`src/rtl/vga_rx_monitor.sv`:
```
// Receive-side VGA timing monitor: recovers the pixel grid from sync/valid/RGB on pclk,
// writes locked pixels as (x, y, rgb) strobes and reports per-frame timing, errors and checksum.
module vga_rx_monitor #(
  parameter int H_TOTAL     = 800,
  parameter int V_TOTAL     = 525,
  parameter int H_ACT       = 640,
  parameter int V_ACT       = 480,
  parameter int LOCK_FRAMES = 2
) (
  input  logic        pclk,
  input  logic        reset,
  input  logic        hsync,
  input  logic        vsync,
  input  logic        valid,
  input  logic [7:0]  vga_r,
  input  logic [7:0]  vga_g,
  input  logic [7:0]  vga_b,
  output logic        pix_we,
  output logic [9:0]  pix_x,
  output logic [9:0]  pix_y,
  output logic [23:0] pix_rgb,
  output logic        locked,
  output logic        frame_done,
  output logic [9:0]  meas_hlen,
  output logic [9:0]  meas_vlen,
  output logic [31:0] frame_sum,
  output logic [3:0]  err
);

  typedef enum logic [1:0] {HUNT = 2'd0, MEASURE = 2'd1, LOCKED = 2'd2} state_t;

  localparam logic [9:0] H_TOTAL_C = 10'(H_TOTAL);
  localparam logic [9:0] V_TOTAL_C = 10'(V_TOTAL);
  localparam logic [9:0] H_ACT_C   = 10'(H_ACT);
  localparam logic [9:0] V_ACT_C   = 10'(V_ACT);
  localparam logic [3:0] LOCK_C    = 4'(LOCK_FRAMES);

  function automatic logic [9:0] sat_inc(input logic [9:0] v, input logic en);
    logic [9:0] r;
    if (en && (v != 10'd1023)) r = v + 10'd1;
    else                       r = v;
    return r;
  endfunction

  logic        s_hs_r, s_vs_r, s_valid_r, p_hs_r, p_vs_r;
  logic [23:0] s_rgb_r;
  logic [9:0]  h_cnt_r, v_cnt_r, act_x_r, act_y_r;
  logic        line_active_r;
  logic [31:0] sum_r;
  logic [3:0]  acc_err_r;
  state_t      state_r, state_nx_s;
  logic [3:0]  good_cnt_r, good_nx_s, good_inc_s;
  logic        done_s, pix_we_s, sync_lost_s;
  logic        hfall_s, vfall_s;
  logic [9:0]  act_y_fin_s;
  logic [3:0]  frame_err_s;

  assign hfall_s     = p_hs_r & ~s_hs_r;
  assign vfall_s     = p_vs_r & ~s_vs_r;
  // A line ending on this cycle still counts toward the frame that vfall closes.
  assign act_y_fin_s = sat_inc(act_y_r, hfall_s & line_active_r);
  assign frame_err_s = acc_err_r | {vfall_s & (act_y_fin_s != V_ACT_C),
                                    hfall_s & line_active_r & (act_x_r != H_ACT_C),
                                    vfall_s & (v_cnt_r != V_TOTAL_C),
                                    hfall_s & (h_cnt_r != H_TOTAL_C)};
  // Next edge would take h_cnt to (or keep it at) saturation: sync is considered lost.
  assign sync_lost_s = ~hfall_s & (h_cnt_r >= 10'd1022);
  assign good_inc_s  = good_cnt_r + 4'd1;
  assign pix_we_s    = s_valid_r & (state_r == LOCKED) & (state_nx_s == LOCKED);

  // Input sample stage and previous-sync history for edge detection.
  always_ff @(posedge pclk or posedge reset) begin
    if (reset) begin
      s_hs_r    <= 1'b0;
      s_vs_r    <= 1'b0;
      s_valid_r <= 1'b0;
      s_rgb_r   <= 24'd0;
      p_hs_r    <= 1'b0;
      p_vs_r    <= 1'b0;
    end else begin
      s_hs_r    <= hsync;
      s_vs_r    <= vsync;
      s_valid_r <= valid;
      s_rgb_r   <= {vga_r, vga_g, vga_b};
      p_hs_r    <= s_hs_r;
      p_vs_r    <= s_vs_r;
    end
  end

  // Line/frame counters, active-pixel position, checksum and error accumulators.
  always_ff @(posedge pclk or posedge reset) begin
    if (reset) begin
      h_cnt_r       <= 10'd0;
      v_cnt_r       <= 10'd0;
      act_x_r       <= 10'd0;
      act_y_r       <= 10'd0;
      line_active_r <= 1'b0;
      sum_r         <= 32'd0;
      acc_err_r     <= 4'd0;
    end else begin
      h_cnt_r       <= hfall_s ? 10'd1 : sat_inc(h_cnt_r, 1'b1);
      v_cnt_r       <= vfall_s ? 10'd1 : sat_inc(v_cnt_r, hfall_s);
      act_x_r       <= hfall_s ? {9'd0, s_valid_r} : sat_inc(act_x_r, s_valid_r);
      line_active_r <= hfall_s ? s_valid_r : (line_active_r | s_valid_r);
      act_y_r       <= vfall_s ? 10'd0 : act_y_fin_s;
      if (vfall_s) sum_r <= s_valid_r ? {8'd0, s_rgb_r} : 32'd0;
      else if (s_valid_r) sum_r <= sum_r + {8'd0, s_rgb_r};
      acc_err_r     <= vfall_s ? 4'd0 : frame_err_s;
    end
  end

  // Lock FSM state register.
  always_ff @(posedge pclk or posedge reset) begin
    if (reset) begin
      state_r    <= HUNT;
      good_cnt_r <= 4'd0;
    end else begin
      state_r    <= state_nx_s;
      good_cnt_r <= good_nx_s;
    end
  end

  // Lock FSM next-state and frame_done decision.
  always_comb begin
    state_nx_s = state_r;
    good_nx_s  = good_cnt_r;
    done_s     = 1'b0;
    if (sync_lost_s) begin
      state_nx_s = HUNT;
      good_nx_s  = 4'd0;
    end else if (vfall_s) begin
      case (state_r)
        HUNT: begin
          state_nx_s = MEASURE;
          good_nx_s  = 4'd0;
        end
        MEASURE: begin
          done_s = 1'b1;
          if (frame_err_s == 4'd0) begin
            good_nx_s  = good_inc_s;
            state_nx_s = (good_inc_s >= LOCK_C) ? LOCKED : MEASURE;
          end else begin
            good_nx_s  = 4'd0;
            state_nx_s = MEASURE;
          end
        end
        LOCKED: begin
          done_s = 1'b1;
          if (frame_err_s != 4'd0) begin
            good_nx_s  = 4'd0;
            state_nx_s = MEASURE;
          end else begin
            state_nx_s = LOCKED;
          end
        end
        default: begin
          state_nx_s = HUNT;
          good_nx_s  = 4'd0;
        end
      endcase
    end else begin
      state_nx_s = state_r;
    end
  end

  // Registered pixel strobes and per-frame status.
  always_ff @(posedge pclk or posedge reset) begin
    if (reset) begin
      pix_we     <= 1'b0;
      pix_x      <= 10'd0;
      pix_y      <= 10'd0;
      pix_rgb    <= 24'd0;
      locked     <= 1'b0;
      frame_done <= 1'b0;
      meas_hlen  <= 10'd0;
      meas_vlen  <= 10'd0;
      frame_sum  <= 32'd0;
      err        <= 4'd0;
    end else begin
      pix_we     <= pix_we_s;
      locked     <= (state_nx_s == LOCKED);
      frame_done <= done_s;
      if (pix_we_s) begin
        pix_x   <= hfall_s ? 10'd0 : act_x_r;
        pix_y   <= vfall_s ? 10'd0 : act_y_fin_s;
        pix_rgb <= s_rgb_r;
      end
      if (done_s) begin
        meas_hlen <= h_cnt_r;
        meas_vlen <= v_cnt_r;
        frame_sum <= sum_r;
        err       <= frame_err_s;
      end
    end
  end

endmodule

```
`config.mk`:
```
export PLATFORM = sky130hd
export DESIGN_NAME = vga_rx_monitor
export DESIGN_NICKNAME = d
export VERILOG_FILES = /design/src/rtl/vga_rx_monitor.sv
export SDC_FILE = /design/constraint.sdc
export NUM_CORES = 1
export LEC_CHECK = 0
export ABC_AREA = 1
export BUFFER_PORTS_ARGS = -buffer_cell sky130_fd_sc_hd__buf_2
export CAP_MARGIN = 10
export CORE_ASPECT_RATIO = 0.8
export CORE_MARGIN = 2
export CORE_UTILIZATION = 45
export DETAILED_ROUTE_END_ITERATION = 16
export PLACE_DENSITY = 0.77
export RECOVER_POWER = 100
export SLEW_MARGIN = 0
export SYNTH_ARGS = -nofsm -noshare
export SYNTH_HDL_FRONTEND = slang
export SYNTH_SLANG_ARGS = --single-unit
```
`constraint.sdc`:
```
create_clock -name pclk -period 7.01 [get_ports pclk]
set_clock_uncertainty 0.15 [all_clocks]
set_input_delay 0.3505 -clock pclk [delete_from_list [all_inputs] [get_ports pclk]]
set_output_delay 0.3505 -clock pclk [all_outputs]
set_load 0.01 [all_outputs]
```
==> results.yml, run 1 <==
outcome:
  status: "finished, violations left"
  violations: "max-capacitance violations, max-slew violations"
grt:
  grt_max_degree: 93
  grt_usage: 0.2148
  overflow: 0
  grt_pass1_vias: 8423
  antenna_found_initial: 0
  grt_pass1_wl_um: 43280
sta:
  fin_crit_sh: 0.6371
  clock.fmax_ghz: 0.2239
  worst_pin_slew_ps: 4005
  finalHoldViolCount: 0
  setup_violations: 0
  rsz0062_at_grt: "false"
  max_slew_margin: -1.684
  final.setup.tns_ps: 0
  drv_slew: 134
  fin_crit_ps: 4466
worst_setup_path:
  cp.required_ps: 7280
  r2r_end: "err[3]"
  rr_worst_depth: 10
  start_kind: "register"
  cp_max_fo: 70
  arrival_ps: 4740
  r2r-start: "s_vs_r"
  crit_type: "reg2reg"
  setup.worst_path.end_class: "register"
  regToRegSetupSlack_ps: 2540
synthesis:
  yosysWarnings: 0
  synthCells: 1222
  async_reset_ff_frac: 1.000
  syn_nets: 1290
  ys_seq_area_frac: 0.5147
  synth_seq_cells: 215
  synth-edff-count: 0
  synthesis.area_mm2: 0.01045
  avgSynthCellArea_um2: 8.555
  synth_flop_cell: "dfrtp_1"
  ys_types: 46
finish:
  area_growth_pct: 16.48
  regArea_mm2: 0.005380
  multi_input_area_mm2: 0.004268
  n_antenna_cell: 0
  utilization: 0.5382
  drive_gt1_frac: 0.06941
  nets: 1436
  fillCellCount: 2093
die:
  die_h_um: 140.3
  coreArea_mm2: 0.02262
  dieArea_mm2: 0.02447
  initial_core_util: 0.4621
  die_w_um: 174.4
  ios: 132
  num_rows: 49
clock_tree:
  clkSlewWorstSetupHoldPaths_ps: 70
  cts_tree: "done"
  cts.sinks: 215
  cts_setup_buffers: 0
  cts-root-buf: "clkbuf_16"
  htree_levels: 1
  cts_buffers: 23
  clk_latency_ps: 510
  clockBufferDepth: 3
power_and_ir_drop:
  sw_frac_of_total: 0.3394
  peakVddDrop_mv: 0.1930
  cellLeakagePower_nw: 5.809
  seq_power_share: 0.409
  power_density_mw_per_mm2: 316.0
  power.switching_mw: 1.306
  p_int_mw: 2.542
  clkPwrFrac: 0.321
  p_comb_frac: 0.270
  p_total_mw: 3.848
route:
  viasPerCell: 5.279
  routed_wl_um: 26350
  ant_nets: 0
  drt_iter0_drc: 779
  drc: 0
  wire_per_inst_um: 15.60
  firstDrtPassIters: 7
  vias: 8916
place:
  finalWeightedCongestion: 0.9166
  dp_hpwl_um: 17920
  port_buffers: 131
worst_hold_path:
  hold_end: "p_hs_r"
  min-delay-start: "s_hs_r"
  hold_path_depth: 0
  hp-class: "reg2reg"
flow_run:
  maxCapViolations: 2
[final cells by class]
cell class | instances | area share
clock buffer | 32 | 0.05580
clock inverter | 8 | 0.007707
inverter | 136 | 0.04203
multi-input combinational | 825 | 0.3505
sequential | 215 | 0.4418
tap | 306 | 0.03144
timing repair buffer | 167 | 0.07069
[flip-flops by register name, summed over array words and instances (netlist names), 4 cells and up]
signal / flops
act_y_r: 10
pix_x: 10
h_cnt_r: 10
good_cnt_r: 4
pix_y: 10
s_rgb_r: 24
pix_rgb: 24
act_x_r: 10
err: 4
sum_r: 32
meas_vlen: 10
frame_sum: 32
meas_hlen: 10
acc_err_r: 4
v_cnt_r: 10
[through the flow]
| step | hold slack (ps) | worst slack (ps) | area, um^2 | std cells |
|---|---|---|---|---|
| 3_3_place_gp | 231.3 | 3760 | 11280 | 1621 |
| 3_5_place_dp | 234.6 | 3696 | 11280 | 1621 |
| 2_1_floorplan | 204.3 | 630.2 | 10450 | 1222 |
| 4_1_cts | 251.3 | 3659 | 12340 | 1689 |
| 6_report | 250.4 | 2544 | 12180 | 1689 |
| 5_1_grt | 270.8 | 2056 | 12180 | 1689 |
[cell families (layout without fill, tap and decap cells)]
group / count (synthesis) / in the layout / synth area share
compound gates: 238 / 238 / 0.1258
xor+xnor: 17 / 17 / 0.01424
fa+ha+maj: 39 / 39 / 0.04740
buf+inv: 182 / 343 / 0.07576
flops: 215 / 215 / 0.5147
simple gates: 531 / 531 / 0.2221
[cells in the mapped netlist, types with 3 or more instances]
master,n,area (um^2)
a211oi_1,4,30.03
buf_6,14,157.7
a221oi_1,3,26.28
clkinv_1,3,11.26
nor3_1,23,115.1
dfrtp_1,215,5380
buf_2,3,15.01
o21ai_1,9,45.04
o21ai_0,118,590.6
o21bai_1,4,30.03
o22ai_1,16,100.1
ha_1,38,475.5
nand4_1,61,381.6
a21oi_1,63,315.3
inv_1,121,454.2
nand3_1,41,205.2
o211ai_1,5,37.54
nor2_1,98,367.9
xor2_1,16,140.1
inv_2,12,45.04
nand2_1,288,1081
nor4_1,6,37.54
clkbuf_1,27,101.4
o21a_1,4,30.03
[cells in the final DEF, fill, tap and decap left out, types with 2 or more instances in the layout]
cell / synthesis / routed
nand3_1: 41 / 42
nand2_1: 288 / 288
xor2_1: 16 / 16
buf_4: 0 / 7
dfrtp_1: 215 / 215
a21oi_1: 63 / 64
nand3b_1: 2 / 2
inv_1: 121 / 121
o21ai_1: 9 / 5
nor4_1: 6 / 6
nor3_1: 23 / 23
buf_2: 3 / 25
o41ai_1: 2 / 2
inv_2: 12 / 11
o22ai_1: 16 / 16
a31oi_1: 2 / 2
nor2_2: 2 / 3
o211ai_1: 5 / 5
a221oi_1: 3 / 3
clkinv_1: 3 / 3
nor2_1: 98 / 97
o21bai_1: 4 / 4
nand4_1: 61 / 61
nand3_4: 2 / 2
clkinv_2: 0 / 5
clkbuf_1: 27 / 108
o21a_1: 4 / 4
o21ai_0: 118 / 122
bufinv_16: 0 / 2
clkbuf_16: 0 / 23
a211oi_1: 4 / 4
a21o_1: 2 / 2
clkbuf_8: 0 / 7
ha_1: 38 / 38
dlygate4sd3_1: 0 / 28
[layer usage]
metal  part of all wire  up-vias  track usage
li1                   -     4353            -
met1               0.50     4264       0.3313
met2               0.41      265       0.3112
met3              0.066       34      0.03909
met4              0.022        0      0.05352
met5                  0        -            0
[power groups by stage]
stage / clock, mW / combinational [mW] / sequential (mW)
floorplan: 0 / 0.705 / 1.60
global placement: 0 / 1.03 / 1.58
detailed placement: 0 / 1.05 / 1.59
CTS: 1.26 / 1.06 / 1.57
global route: 1.31 / 1.18 / 1.60
finish: 1.24 / 1.04 / 1.58
[worst max-delay path by stage]
stage / depth (start not counted) / endpoint / startpoint / slack (ps)
CTS: 15 / pix_x[6] / h_cnt_r[1] / 3660
floorplan: 1 / acc_err_r[0] / reset / 630
finish: 10 / err[3] / s_vs_r / 2540
detailed placement: 15 / pix_rgb[22] / h_cnt_r[1] / 3700
global placement: 11 / err[3] / p_vs_r / 3760
global route: 10 / err[3] / s_vs_r / 2060
[timing repair]
item,in CTS,in global routing
resized for setup,0,0
hold buffers,28,0
endpoints found under the hold margin,117,0
[worst max-delay path, stage by stage, from the launching register on]
cell	delay, ps
dfrtp_1	380
nor2_2	90
clkbuf_1	1440
inv_1	90
buf_4	370
nor2_1	140
nand2_1	520
buf_4	550
inv_1	370
nor2_1	70
a31oi_1	140
Power figures use the tool's default switching activity.
==> inputs of run 2 (changes only) <==
Clock period 7.01 ns to 4.5 ns, I/O delays scaled along.
==> results.yml, run 2 (synthesis results as in run 1) <==
finish:
  drive_gt1_frac: 0.06628
  n_antenna_cell: 0
  reg_top3: "frame_sum x32, sum_r x32"
  fillCellCount: 2159
  nets: 1440
  layout_commonest_cell: "nand2_1"
  area_growth_pct: 16.70
  layout_common_cells: "nand2_1, dfrtp_1, o21ai_0"
  multi_input_area_mm2: 0.004248
  utilization: 0.5392
  regArea_mm2: 0.005380
grt:
  grt_pass1_vias: 8751
  antenna_found_initial: 0
  grt_max_degree: 102
  grt_pass1_wl_um: 45260
  grt_usage: 0.2261
  overflow: 0
die:
  die_w_um: 174.4
  dieArea_mm2: 0.02447
  coreArea_mm2: 0.02262
  ios: 132
  die_h_um: 140.3
  num_rows: 49
  initial_core_util: 0.4621
worst_setup_path:
  setup.worst_path.end_class: "register"
  critical_path_buf_inv_count: 1
  arrival_ps: 3890
  path_cells: "ha_1 > inv_1 > nor2_1 > nand3_1 > nand2_4 > nor2_1 > xor2_1 > nor2_1 > nand2_1 > nand2_1 > nand3_1 > a21oi_2 > nand2_1 > a21oi_1 > nand3_4 > nand2_1 > nand2_1"
  cp.required_ps: 4740
  start_kind: "register"
  cp_max_fo: 45
  cp_slowest_stage_delay_ps: 520
  critPathMostFrequentCell: "nand2_1"
  crit_type: "reg2reg"
  crit_slowest_cell: "nand3_4"
  cp_top_family: "simple AND/OR/NAND/NOR gates"
clock_tree:
  cts-root-buf: "clkbuf_16"
  htree_levels: 1
  clockBufferDepth: 3
  cts_resized: 0
  cts_tree: "done"
  clk_latency_ps: 520
  clkSlewWorstSetupHoldPaths_ps: 60
  cts_buffers: 23
  cts.sinks: 215
outcome:
  violations: "max-capacitance violations, max-slew violations"
  status: "finished, violations left"
place:
  finalWeightedCongestion: 0.9137
  port_buffers: 131
  dp_hpwl_um: 18250
route:
  viasPerCell: 5.316
  vias: 9005
  routed_wl_um: 27320
  firstDrtPassIters: 5
  drc: 0
  wire_per_inst_um: 16.13
  drt_iter0_drc: 608
  ant_nets: 0
sta:
  rsz0062_at_grt: "false"
  fin_crit_sh: 0.8123
  drv_slew: 345
  max_slew_margin: -0.6180
  finalHoldViolCount: 0
  setup_violations: 0
  holdWs_ps: 199.8
  final.setup.tns_ps: 0
  clock.fmax_ghz: 0.2736
  fin_crit_ps: 3656
  worst_pin_slew_ps: 2427
power_and_ir_drop:
  peakVddDrop_mv: 0.3186
  power_density_mw_per_mm2: 497.8
  cellLeakagePower_nw: 5.817
worst_hold_path:
  hp-class: "in2reg"
flow_run:
  maxCapViolations: 5
-- run 2: what timing repair did --
action | in CTS | in global routing
buffers inserted | 0 | 0
setup endpoints to repair | 0 | 0
hold endpoints to repair | 48 | 0
hold buffers | 28 | 0
-- run 2: report_power, final --
part	switching [mW]	internal, mW	total (mW)
Clock	0.794	1.21	2.01
Sequential	0.216	2.23	2.45
Combinational	1.06	0.563	1.62
-- run 2: area by class of cell --
class                      instances  share of cell area
timing repair buffer             171             0.07169
inverter                         136             0.04195
clock buffer                      32             0.05487
multi-input combinational        825              0.3482
tap                              306             0.03138
sequential                       215              0.4410
clock inverter                     9             0.01087
-- run 2: per-stage QoR --
stage	instances	cell area [um^2]	setup WS, ps	total power, mW
after detailed placement	1625	11330	1279	4.096
after floorplan	1222	10460	1327	3.595
after global placement	1625	11330	1350	4.059
after global routing	1694	12200	457.2	6.452
final	1694	12200	844.5	6.073
after CTS	1694	12420	1242	6.136
-- run 2: metal layers --
metal | global-route usage | wire length (um)
met3 | 0.04452 | 1912
met2 | 0.3444 | 11690
met4 | 0.06502 | 638
met5 | 0 | 0
met1 | 0.3290 | 13080
-- run 2: path summary, 6_finish.rpt --
check,from,end,slack (ps),cells past startpoint
worst max-delay path,act_y_r[0],pix_x[4],840,17
worst min-delay path,vga_g[7],s_rgb_r[15],200,2
worst max register to register,act_y_r[0],pix_x[4],840,17
worst min register to register,s_hs_r,p_hs_r,270,0
max in group asynchronous,reset,frame_sum[7],1130,4
min in group asynchronous,reset,v_cnt_r[5],300,3
